===== src/rtl/led_seq.sv =====
// led_seq: timed LED pattern sequencer (blink, fill wave, bounce, off).
// Define LED_SEQ_CNT_EN to add the cyc_cnt completed-period counter output.
module led_seq #(
  parameter int WIDTH    = 18,
  parameter int TICK_DIV = 5000000
) (
  input  logic             CLOCK_50,
  input  logic             rs,
  input  logic             en,
  input  logic [1:0]       mode,
  output logic [WIDTH-1:0] led,
  output logic             tick,
  output logic             wrap
`ifdef LED_SEQ_CNT_EN
  ,
  output logic [7:0]       cyc_cnt
`endif
);
  localparam int CW = $clog2(TICK_DIV);
  localparam int PW = $clog2(WIDTH);
  localparam logic [WIDTH-1:0] ONES = '1;
  localparam logic [WIDTH-1:0] ONE = WIDTH'(1);
  typedef enum logic [3:0] {IDLE, BLINK, FILL_UP, CLR_UP, FILL_DN, CLR_DN, BNC_UP, BNC_DN, OFF} state_t;
  state_t state, state_n;
  logic [CW-1:0] cnt;
  logic [PW-1:0] pos, pos_n;
  logic [1:0] lmode;
  logic [WIDTH-1:0] led_n;
  logic wrap_n, step, load;
  assign step = en && cnt == CW'(TICK_DIV - 1);
  // IDLE doubles as "latched mode invalid", forcing a reload on the first tick
  assign load = state == IDLE || mode != lmode;
  always_comb begin
    state_n = state;
    led_n = led;
    pos_n = pos;
    wrap_n = 1'b0;
    if (load) begin
      pos_n = '0;
      led_n = mode == 2'd0 ? ONES : mode == 2'd3 ? '0 : ONE;
      state_n = mode == 2'd0 ? BLINK : mode == 2'd1 ? FILL_UP : mode == 2'd2 ? BNC_UP : OFF;
    end else begin
      case (state)
        BLINK: begin
          led_n = ~led;
          wrap_n = led == ONES;
        end
        FILL_UP: begin
          led_n = {led[WIDTH-2:0], 1'b1};
          state_n = &led[WIDTH-2:0] ? CLR_UP : FILL_UP;
        end
        CLR_UP: begin
          led_n = '0;
          state_n = FILL_DN;
        end
        FILL_DN: begin
          led_n = {1'b1, led[WIDTH-1:1]};
          state_n = &led[WIDTH-1:1] ? CLR_DN : FILL_DN;
        end
        CLR_DN: begin
          led_n = '0;
          wrap_n = 1'b1;
          state_n = FILL_UP;
        end
        BNC_UP: begin
          pos_n = pos + 1'b1;
          led_n = ONE << pos_n;
          state_n = pos_n == PW'(WIDTH - 1) ? BNC_DN : BNC_UP;
        end
        BNC_DN: begin
          pos_n = pos - 1'b1;
          led_n = ONE << pos_n;
          wrap_n = pos_n == '0;
          state_n = pos_n == '0 ? BNC_UP : BNC_DN;
        end
        default: led_n = '0;
      endcase
    end
  end
  always_ff @(posedge CLOCK_50) begin
    if (!rs) begin
      cnt <= '0;
      tick <= 1'b0;
      wrap <= 1'b0;
      led <= '0;
      pos <= '0;
      lmode <= 2'd0;
      state <= IDLE;
    end else if (en) begin
      cnt <= step ? '0 : cnt + 1'b1;
      tick <= step;
      wrap <= step && wrap_n;
      if (step) begin
        led <= led_n;
        pos <= pos_n;
        lmode <= mode;
        state <= state_n;
      end
    end else begin
      tick <= 1'b0;
      wrap <= 1'b0;
    end
  end
`ifdef LED_SEQ_CNT_EN
  always_ff @(posedge CLOCK_50) begin
    if (!rs || (step && load))
      cyc_cnt <= 8'd0;
    else if (step && wrap_n)
      cyc_cnt <= cyc_cnt + 8'd1;
  end
`endif
endmodule

===== config.mk =====
export PLATFORM = sky130hd
export DESIGN_NAME = led_seq
export DESIGN_NICKNAME = d
export VERILOG_FILES = /design/src/rtl/led_seq.sv
export SDC_FILE = /design/constraint.sdc
export NUM_CORES = 1
export LEC_CHECK = 0
export BUFFER_PORTS_ARGS = -buffer_cell sky130_fd_sc_hd__buf_2
export CAP_MARGIN = 20
export CELL_PAD_IN_SITES_DETAIL_PLACEMENT = 2
export CELL_PAD_IN_SITES_GLOBAL_PLACEMENT = 2
export CORE_ASPECT_RATIO = 1.5
export CORE_MARGIN = 5
export CORE_UTILIZATION = 40
export DETAILED_ROUTE_END_ITERATION = 6
export PLACE_DENSITY_LB_ADDON = 0.1
export SYNTH_ARGS = -nofsm -noshare
export SYNTH_HDL_FRONTEND = slang
export SYNTH_SLANG_ARGS = --single-unit
export TNS_END_PERCENT = 5

===== constraint.sdc =====
create_clock -name CLOCK_50 -period 5 [get_ports CLOCK_50]
set_clock_uncertainty 0.2 [all_clocks]
set_input_delay 0.25 -clock CLOCK_50 [delete_from_list [all_inputs] [get_ports CLOCK_50]]
set_output_delay 0.25 -clock CLOCK_50 [all_outputs]
set_load 0.03 [all_outputs]

==> impl_metrics.yaml <==
status:
  status: "completed"
pwr:
  total_power_uw: 879
  ir_drop_mv: 0.180
  powerDensity_nw_per_um2: 225
  leakage_uw: 0.00138
logic_synthesis:
  syn_area_per_cell_um2: 8.56
  synth-async-reset-ratio_pct: 0
  synth_top_area_cell: "dfxtp_1"
  synth_top_area_share_pct: 29.8
  synth_warnings: 0
  yosysMostFrequentCell: "dfxtp_1"
  synthTopCellsByArea: "dfxtp_1 (30%), xnor2_1 (6.5%), nor2_1 (4.4%)"
  ys.flop_type: "dfxtp_1"
  synth_edf_count: 0
  synthDistinctLibCells: 76
  yosys_register_bits: 54
  syn_inst: 423
  netlist_area_um2: 3620
  ys_seq_area_share_pct: 29.8
  synth_commonest_cells: "dfxtp_1 (54), nor2_1 (42), xnor2_1 (27)"
  synth_fp_nets: 437
die:
  start_util_pct: 41.0
  die-area_um2: 11100
  core-area_um2: 8830
  die_h_um: 127
  die_w_um: 87.7
  rows: 42
  io_pins: 25
clock_tree:
  max-clock-path-buffers: 2
  cts_sinks: 54
  cts_hold_buf: 0
  cts_resized: 0
  cts_made_buffers: 5
  htree_levels: 2
  cts_root_buf: "clkbuf_16"
  clkTransAtPathRegs_ns: 0.08
  worstSkewPairLatency_ns: 0.30
  cts_setup_buffers: 0
  cts_tree: "done"
sta:
  rsz0062_at_grt: "no"
  finalSetupTns_ns: 0
  fin_crit_ns: 3.11
  post-route-period-util_pct: 62.2
  finalMaxSlewViolations: 0
  hold_viol: 0
  worstMarginPinSlew_ns: 1.12
  final-setup-viol-count: 0
  slew_headroom_pct: 25.1
  fmax_mhz: 322
run:
  drv_cap: 0
cells_and_area:
  design_area_um2: 3910
  layout.nets: 437
  antenna_cells: 0
  drive_gt1_share_pct: 14.9
  syn2layout_area_growth_pct: 7.98
drt:
  drt_iter0_markers: 171
  drtPass1Iterations: 4
  drt-wirelength-per-cell_um: 23.3
  drt-vias-per-instance: 6.48
  antenna_left: 0
  postRouteWirelength_mm: 12.4
  route.vias.total: 3458
  route.detailed.drc: 0
placement:
  place.gp.congestion: 0.842
  place_hpwl_mm: 9.14
  dpl-instance-area_um2: 3740
  portBuffers: 24
setup_path:
  worst-r2r-setup-slack_ns: 1.89
  reg2reg_to: "led[7]"
  rr_startpoint: "pos[0]"
  crit_path_end_kind: "flop"
  cp.arrival_ns: 3.16
  critPathMaxFanout: 18
  critPathTopFamily: "compound AO/OA/AOI/OAI gates"
  cp_num_buf_inv: 1
  crit_type: "flop to flop"
  startpoint_type: "flop"
  r2r_cells: 7
  crit_slowest_cell: "dfxtp_1"
  critPathMaxStageDelay_ns: 0.75
  cp_cell_sequence: "inv_1 > ha_1 > nand2b_1 > o2111ai_1 > nand4_1 > o311ai_0 > o211a_1"
  required_ns: 5.05
min_path:
  hp-start: "rs"
  worstHoldPathType: "primary input to flop"
  holdPathStages: 2
  holdPathEnd: "pos[2]"
global_route:
  grt_usage_pct: 23.2
  grt_max_degree: 22
  antenna_found_initial: 0
  gr-total-overflow: 0
  grt_pass1_vias: 3697
  grt_pass1_wl_mm: 20.2
[area by class of cell]
class                   count  area, µm²
clock buffers               5        125
well taps                 110        138
repair buffers             25        148
flip-flops and latches     54       1080
inverters                  16       60.1
fillers                  1004       4920
clock inverters             3       47.5
multi-input cells         321       2310
[cell families after synthesis]
kind of cell,synth area share [%]
compound gates,23.9
xor+xnor,8.64
fa+ha+maj,3.11
buf+inv,6.32
flops,29.8
mux,0.587
simple gates,27.6
[metrics by stage]
stage / instances / setup WS [ns] / util, % / hold slack, ns
finish: 534 / 1.89 / 44.3 / 0.0372
floorplan: 423 / 2.44 / - / 0.167
detailed placement: 526 / 1.98 / 42.3 / 0.286
global placement: 525 / 1.95 / 42.0 / 0.275
CTS: 534 / 1.92 / 44.3 / 0.0308
global route: 534 / 1.73 / 44.3 / 0.0367
[sequential cells by signal (all words and copies together) (netlist names)]
register,count
pos,5
wrap,1
lmode,2
state,4
led,18
tick,1
cnt,23
[layer usage]
layer  global-route usage, %  routed length, µm  vias up
li1                        -                  -     1593
met1                    24.8               4660     1762
met2                    43.9               6900       71
met3                    2.79                344       32
met4                    10.5                511        0
met5                       0                  0        -
[layout by cell type (no fill, tap or decap), types with 7 or more instances in the layout]
| cell type | count |
|---|---|
| a21oi_1 | 16 |
| a221oi_1 | 10 |
| a22oi_1 | 9 |
| and3_1 | 11 |
| buf_2 | 24 |
| dfxtp_1 | 54 |
| ha_1 | 9 |
| inv_1 | 16 |
| nand2_1 | 25 |
| nand3_1 | 13 |
| nand4_1 | 13 |
| nor2_1 | 42 |
| nor3_1 | 10 |
| nor4_1 | 17 |
| o211a_1 | 7 |
| o211ai_1 | 9 |
| o21ai_0 | 8 |
| o221a_2 | 7 |
| o311ai_0 | 7 |
| xnor2_1 | 27 |
[how the worst max path moves through the flow]
stage	to	cells after the start	startpoint	slack [ns]
global placement	led[8]	6	pos[0]	1.95
finish	led[7]	7	pos[0]	1.89
floorplan	led[0]	8	pos[0]	2.44
global route	led[5]	7	pos[0]	1.73
CTS	led[8]	6	pos[0]	1.92
detailed placement	led[8]	6	pos[0]	1.98
[power breakdown]
part | total [µW] | internal [µW] | leakage (µW) | switching, µW
Clock | 419 | 240 | 0.0000844 | 179
Combinational | 28.5 | 8.55 | 0.000862 | 19.9
Sequential | 432 | 431 | 0.000435 | 1.02
(Power assumes the default switching activity.)
